[config.mk]
export PLATFORM = sky130hd
export DESIGN_NAME = pulse_stretcher
export DESIGN_NICKNAME = d
export VERILOG_FILES = /design/src/rtl/pulse_stretcher.sv
export SDC_FILE = /design/constraint.sdc
export NUM_CORES = 1
export LEC_CHECK = 0
export CAP_MARGIN = 20
export CORE_MARGIN = 5
export CORE_UTILIZATION = 45
export DETAILED_ROUTE_END_ITERATION = 8
export PLACE_DENSITY = 0.67
export SLEW_MARGIN = 15
export SYNTH_ARGS = -nofsm -noshare
export SYNTH_HDL_FRONTEND = slang
export SYNTH_SLANG_ARGS = --single-unit
[constraint.sdc]
create_clock -name clk -period 1.95 [get_ports clk]
set_clock_uncertainty 0.2 [all_clocks]
set_input_delay 0.39 -clock clk [delete_from_list [all_inputs] [get_ports clk]]
set_output_delay 0.39 -clock clk [all_outputs]
set_load 0.01 [all_outputs]
[src/rtl/pulse_stretcher.sv]
// Pulse stretcher: every sampled `in` strobe becomes a HIGH_LEN-cycle high window
// followed by a GAP_LEN-cycle forced-low gap. Events that arrive while a window or
// gap is running are counted and served later, in order. When the queue is full,
// further events are dropped and `overflow` strobes for one cycle per drop.
// `out`, `busy` and `overflow` are registered, so they follow the internal state by
// one clock edge. `pending` is the queue counter itself and has no extra delay.
module pulse_stretcher #(
  parameter int unsigned HIGH_LEN = 4,  // 1..255
  parameter int unsigned GAP_LEN  = 2,  // 1..255
  parameter int unsigned MAX_PEND = 3,  // 1..(2**PEND_W - 1)
  parameter int unsigned PEND_W   = 2
) (
  input  logic              clk,
  input  logic              reset,
  input  logic              in,
  output logic              out,
  output logic              busy,
  output logic [PEND_W-1:0] pending,
  output logic              overflow
);

  // Reload values for the window/gap down-counter (terminal count is zero)
  localparam logic [7:0]        HighInit = 8'(HIGH_LEN - 1);
  localparam logic [7:0]        GapInit  = 8'(GAP_LEN - 1);
  localparam logic [PEND_W-1:0] MaxPend  = PEND_W'(MAX_PEND);
  localparam logic [PEND_W-1:0] PendOne  = PEND_W'(1);

  typedef enum logic [1:0] {
    StIdle = 2'd0,
    StHigh = 2'd1,
    StGap  = 2'd2
  } state_e;

  state_e            state_q, state_d;
  logic [7:0]        cnt_q, cnt_d;
  logic [PEND_W-1:0] pend_q, pend_d;
  logic              out_q, busy_q, ovf_q;
  logic              ovf_d;
  logic              gap_end;

  // The last gap cycle is the only point at which an event can be consumed directly
  assign gap_end = (state_q == StGap) && (cnt_q == 8'd0);

  // Next-state, counter and queue bookkeeping
  always_comb begin
    state_d = state_q;
    cnt_d   = cnt_q;
    pend_d  = pend_q;
    ovf_d   = 1'b0;

    unique case (state_q)
      StIdle: begin
        // Events in IDLE start a window at once and never touch the queue
        if (in) begin
          state_d = StHigh;
          cnt_d   = HighInit;
        end
      end

      StHigh: begin
        if (cnt_q == 8'd0) begin
          state_d = StGap;
          cnt_d   = GapInit;
        end else begin
          cnt_d = cnt_q - 8'd1;
        end
      end

      StGap: begin
        if (cnt_q == 8'd0) begin
          if (pend_q != '0) begin
            // Serve the oldest queued event; a simultaneous new event takes its
            // place in the queue, so the count only drops when `in` is low
            state_d = StHigh;
            cnt_d   = HighInit;
            if (!in) begin
              pend_d = pend_q - PendOne;
            end
          end else if (in) begin
            // Empty queue: the new event goes straight to a window, no idle cycle
            state_d = StHigh;
            cnt_d   = HighInit;
          end else begin
            state_d = StIdle;
          end
        end else begin
          cnt_d = cnt_q - 8'd1;
        end
      end

      default: begin
        state_d = StIdle;
        cnt_d   = 8'd0;
      end
    endcase

    // Events not consumed above are queued, or dropped once the queue is full
    if (in && (state_q != StIdle) && !gap_end) begin
      if (pend_q < MaxPend) begin
        pend_d = pend_q + PendOne;
      end else begin
        ovf_d = 1'b1;
      end
    end
  end

  // State, counters and registered outputs; reset clears everything immediately
  always_ff @(posedge clk or posedge reset) begin
    if (reset) begin
      state_q <= StIdle;
      cnt_q   <= 8'd0;
      pend_q  <= '0;
      out_q   <= 1'b0;
      busy_q  <= 1'b0;
      ovf_q   <= 1'b0;
    end else begin
      state_q <= state_d;
      cnt_q   <= cnt_d;
      pend_q  <= pend_d;
      out_q   <= (state_q == StHigh);
      busy_q  <= (state_q != StIdle);
      ovf_q   <= ovf_d;
    end
  end

  assign out      = out_q;
  assign busy     = busy_q;
  assign pending  = pend_q;
  assign overflow = ovf_q;

endmodule

==> impl_metrics.csv, run 1 <==
group,metric,value,unit
setup_path,endpoint_kind,"register",
outcome,status,"completed",
global_route,grt_pass1_wl,3110,um
drt,vias,780,
drt,drt_pass1_iterations,4,
clocking,root_buffer,"clkbuf_4",
synth,yosysSeqAreaShare,41.6,%
synth,ys.flop_type,"dfrtp_1",
setup_path,r2r-end,"cnt_q[5]",
clocking,cts_tree,"done",
synth,synthTopCellsByCount,"dfrtp_1, inv_1, nand2_1, nor2_1, o21ai_1",
synth,synth_area,902,um^2
timing,layout_setup_ws,0.0467,ns
drt,antenna_left,0,
timing,relSlewSlack,76.5,%
placement,globalplace.congestion,0.828,
setup_path,worstPathArrival,1.89,ns
drt,drt-initial-drc-count,17,
synth,syn-num-nets,101,
finish,drive_gt1_share,27.1,%
timing,period_share,97.6,%
placement,dp_cells,137,
timing,finalMaxSlewViolations,0,
setup_path,worstPathCellList,"or4_4 -> o22ai_4 -> buf_6 -> nor3_2 -> a22o_1",
floorplan,start_util,46.5,%
floorplan,fp.dieW,54.8,um
placement,dpl_cell_area,1090,um^2
setup_path,cpPeakStageDelay,0.59,ns
drt,drt-total-wl,2000,um
placement,pre_cts_slack,0.0187,ns
power,p_leak,0.519,nW
finish,fillCellCount,173,
placement,hpwl,1450,um
clocking,ctsHtreeMaxLevel,1,
global_route,grt_remaining_overflow,0,
clocking,insertion_delay,0.29,ns
setup_path,start_kind,"register",
timing,period_needed,1.90,ns
synth,synth_most_common_cell,"dfrtp_1",
setup_path,required,1.94,ns
synth,synth_top_area_share,41.6,%
flow_run,max-cap-violations,0,
synth,synth_edf_count,0,
global_route,grt_pass1_vias,694,
setup_path,cp_max_fo,6,
floorplan,ios,8,
drt,viasPerCell,5.38,
synth,synthCells,93,
setup_path,critPathTopFamily,"simple AND/OR/NAND/NOR gates",
finish,stdcell_count,145,
drt,wl_per_cell,13.8,um
timing,tns,0,ns
power,ir_worst_vdd,0.920,mV
setup_path,r2r-start,"cnt_q[3]",
clocking,clkTransAtPathRegs,0.09,ns
floorplan,fp.dieH,54.8,um
placement,port_buffers,7,
floorplan,rows,16,
synth,synth-seq-cells,15,
timing,hold_viol,0,
global_route,antenna_found_initial,0,
setup_path,reg2regPathDepth,5,
clocking,cts_buffers,3,
finish,fin_nets,127,
setup_path,critPathBufInv,1,
min_path,worstHoldPathType,"input pin to asynchronous set/reset pin",
floorplan,dieArea,3000,um^2
synth,synth_warnings,0,
power,cellPowerDensity,1690,nW/um^2
setup_path,crit_type,"register to register",
clocking,cts_sinks,15,
synth,yosysTopAreaCell,"dfrtp_1",
synth,async_flop_share,100,%
finish,syn2layout_area_growth,30.0,%
finish,final_area,1170,um^2
global_route,grt_start_max_net_pins,16,
synth,synth.distinct_cells,37,
synth,synthTopCellsByArea,"dfrtp_1, ha_1, o21ai_1, inv_1, nor3b_1",
synth,syn_area_per_cell,9.70,um^2
setup_path,crit_slowest_cell,"or4_4",
finish,multi_input_area,508,um^2
timing,rsz0062_at_grt,"true",
floorplan,coreArea,1940,um^2
finish,regArea,375,um^2
clocking,cts_buffer_depth,2,
setup_path,reg2reg_slack,0.05,ns
global_route,track_usage,15.1,%
timing,worstMarginPinSlew,0.352,ns
timing,setup_viol,0,
timing,clock.fmax,525,MHz
drt,route.detailed.drc,0,
power,total_power,1.98,mW
finish,diodes,0,
## power by group
part | total, mW | internal, mW | switching (mW)
logic | 1.26 | 0.656 | 0.607
clock network | 0.183 | 0.0796 | 0.103
registers | 0.534 | 0.438 | 0.0957
## per-layer routing
| layer | global-route usage, % | vias to the layer above | part of all wire, % |
|---|---|---|---|
| met4 | 8.71 | 0 | 2.4 |
| li1 | - | 395 | - |
| met3 | 3.27 | 4 | 3.9 |
| met1 | 19.3 | 365 | 44 |
| met2 | 23.2 | 16 | 50 |
| met5 | 0 | - | 0 |
## logic make-up (layout without fill, tap and decap cells)
family,count (synthesis),in the layout,synth area share [%]
simple gates,35,35,23.6
mux,1,1,1.11
compound gates,23,23,18.3
buf+inv,11,36,5.41
xor+xnor,2,2,1.94
fa+ha+maj,6,6,8.04
flops,15,15,41.6
## sequential cells by signal, summed over array words and instances (netlist names), named ones only
register / cells
out: 1
cnt_q: 8
state_q: 2
overflow: 1
busy: 1
pending: 1
## metrics by stage
stage	util, %	hold slack (ns)
finish	60.4	0.190
floorplan	-	0.0915
global route	60.4	0.215
global placement	56.0	0.279
CTS	57.5	0.196
detailed placement	56.0	0.292
## timing repair
action / in CTS / in global routing
cloned: 0 / 1
endpoints found under the setup margin: 1 / 9
buffers inserted: 0 / 3
endpoints found under the hold margin: 0 / 0
gates resized for setup: 1 / 6
hold buffers: 0 / 0
pin swaps: 0 / 3
## layout make-up
cell class              count  area share, %
clock buffers               4           2.24
inverters                   8           2.56
multi-input cells          67           43.3
flip-flops and latches     15           32.0
well taps                  27           2.88
repair buffers             24           17.0
## worst min-delay path: cells and delay by family
kind	cells	cell delay [ns]
buf+inv	3	0.66
## worst max-delay path by stage
| stage | startpoint | to | slack (ns) | depth (start not counted) |
|---|---|---|---|---|
| final | cnt_q[3] | cnt_q[5] | 0.05 | 5 |
| after global routing | cnt_q[1] | cnt_q[5] | -0.02 | 7 |
| after detailed placement | cnt_q[1] | cnt_q[5] | 0.02 | 7 |
| after floorplan | cnt_q[0] | cnt_q[5] | 0.02 | 7 |
| after global placement | in | cnt_q[2] | 0.05 | 6 |
| after CTS | cnt_q[1] | cnt_q[5] | 0.02 | 7 |
## placed cells by master, fill, tap and decap left out, drive strengths merged
master / n
nor3: 4
nor2b: 2
mux2i: 1
dfrtp: 15
o21ai: 6
a211oi: 1
nand2: 6
or4b: 1
a21o: 2
a21oi: 3
ha: 5
a31oi: 1
maj3: 1
o22ai: 2
a22o: 1
inv: 8
a21boi: 1
nor4: 3
or3: 2
o2bb2ai: 2
nand3: 2
nor2: 6
or2: 1
buf: 17
clkbuf: 4
o221ai: 2
o211ai: 1
nor4b: 1
or3b: 1
xnor2: 2
clkdlybuf4s50: 7
a211o: 1
or4: 2
nor3b: 4
No activity file was read; power rests on OpenSTA's default activity.
==> run 2: changes to the inputs <==
PLACE_DENSITY = 0.7   (was 0.67)
==> impl_metrics.csv, run 2 (synthesis results as in run 1) <==
group,metric,value,unit
floorplan,dieArea,3000,um^2
timing,setup_viol,0,
setup_path,reg2reg_slack,0.04,ns
setup_path,critPathTopFamily,"simple AND/OR/NAND/NOR gates",
clocking,cts_buffer_depth,2,
setup_path,r2r-end,"cnt_q[5]",
drt,vias,792,
timing,rsz0062_at_grt,"true",
global_route,track_usage,16.3,%
finish,syn2layout_area_growth,37.0,%
power,total_power,2.16,mW
global_route,grt_pass1_vias,773,
floorplan,start_util,46.5,%
timing,finalMaxSlewViolations,0,
finish,mostFrequentLayoutCells,"dfrtp_1, buf_4, clkdlybuf4s50_1",
setup_path,worstPathArrival,1.90,ns
floorplan,fp.dieH,54.8,um
finish,largest_reg_flops,8,
finish,fillCellCount,164,
setup_path,required,1.93,ns
clocking,cts_sinks,15,
placement,dpl_cell_area,1110,um^2
finish,regMostFlops,"cnt_q",
floorplan,ios,8,
finish,final_area,1240,um^2
outcome,status,"completed",
setup_path,crit_slowest_cell,"dfrtp_1",
power,ir_worst_vdd,0.856,mV
setup_path,cpPeakStageDelay,0.40,ns
finish,drive_gt1_share,31.4,%
global_route,grt_pass1_wl,3490,um
finish,fin_nets,127,
floorplan,fp.dieW,54.8,um
clocking,root_buffer,"clkbuf_4",
clocking,cts_buffers,3,
floorplan,coreArea,1940,um^2
timing,relSlewSlack,60.7,%
timing,worstMarginPinSlew,0.588,ns
drt,drt-initial-drc-count,9,
finish,diodes,0,
power,cellPowerDensity,1750,nW/um^2
setup_path,worstPathCellList,"inv_2 -> ha_4 -> or3b_4 -> o22ai_4 -> buf_12 -> nor3_2 -> a22o_1",
setup_path,endpoint_kind,"register",
setup_path,crit_type,"register to register",
clocking,clkTransAtPathRegs,0.09,ns
global_route,grt_remaining_overflow,0,
drt,antenna_left,0,
clocking,ctsHtreeMaxLevel,1,
drt,drt-total-wl,2120,um
timing,hold_viol,0,
placement,globalplace.congestion,0.860,
setup_path,start_kind,"register",
min_path,worstHoldPathType,"input pin to asynchronous set/reset pin",
timing,period_needed,1.91,ns
clocking,postCtsHoldBufs,0,
placement,hpwl,1500,um
flow_run,max-cap-violations,0,
clocking,insertion_delay,0.29,ns
global_route,grt_start_max_net_pins,16,
global_route,antenna_found_initial,0,
drt,viasPerCell,5.46,
floorplan,rows,16,
clocking,cts_tree,"done",
placement,port_buffers,7,
finish,largestRegisters,"cnt_q (8), state_q (2)",
power,p_leak,0.536,nW
setup_path,critPathBufInv,2,
drt,route.detailed.drc,0,
drt,wl_per_cell,14.6,um
setup_path,r2r-start,"cnt_q[0]",
timing,period_share,98.2,%
drt,drt_pass1_iterations,6,
timing,clock.fmax,522,MHz
setup_path,cp_max_fo,6,
setup_path,reg2regPathDepth,7,
[run 2: where the power goes]
part           switching [mW]  internal (mW)  total [mW]
Combinational           0.675          0.766        1.44
Clock                   0.104         0.0795       0.183
Sequential              0.102          0.438       0.540
Total                   0.881           1.28        2.16
[run 2: cell type report]
class / count / area, um^2 / share of cell area (%)
clock buffer: 4 / 26.3 / 2.13
inverter: 8 / 30.0 / 2.43
multi-input combinational: 67 / 543 / 43.9
sequential: 15 / 375 / 30.4
tap: 27 / 33.8 / 2.73
timing repair buffer: 24 / 228 / 18.4
[run 2: worst max-delay path by stage]
stage	end	cells after the start	startpoint	slack, ns
3_5_place_dp	pending[0]	5	in	0.004
2_1_floorplan	cnt_q[5]	7	cnt_q[0]	0.02
4_1_cts	cnt_q[5]	7	cnt_q[0]	0.007
5_1_grt	cnt_q[7]	5	cnt_q[2]	-0.04
6_report	cnt_q[5]	7	cnt_q[0]	0.04
3_3_place_gp	cnt_q[2]	6	in	0.04
[run 2: metrics by stage]
stage          cells  setup WS, ns  util [%]  hold WS, ns  setup TNS [ns]
6_report         145        0.0352      63.7        0.255               0
4_1_cts          142       0.00662      58.4        0.273               0
2_1_floorplan     93        0.0182         -       0.0915               0
3_3_place_gp     138        0.0443      57.0        0.270               0
5_1_grt          145       -0.0450      63.7        0.299         -0.0935
3_5_place_dp     138       0.00364      57.0        0.279               0
[run 2: routing by layer]
metal,GRT usage (%),part of all wire (%),up-vias
met3,4.09,3.5,5
li1,-,-,389
met5,0,0,-
met4,6.64,1.4,0
met2,27.0,52,13
met1,20.1,43,385
[run 2: repair_timing]
| item | 4_1_cts | 5_1_grt |
|---|---|---|
| gates resized for setup | 0 | 12 |
| buffers inserted | 0 | 2 |
| endpoints found under the setup margin | 0 | 6 |
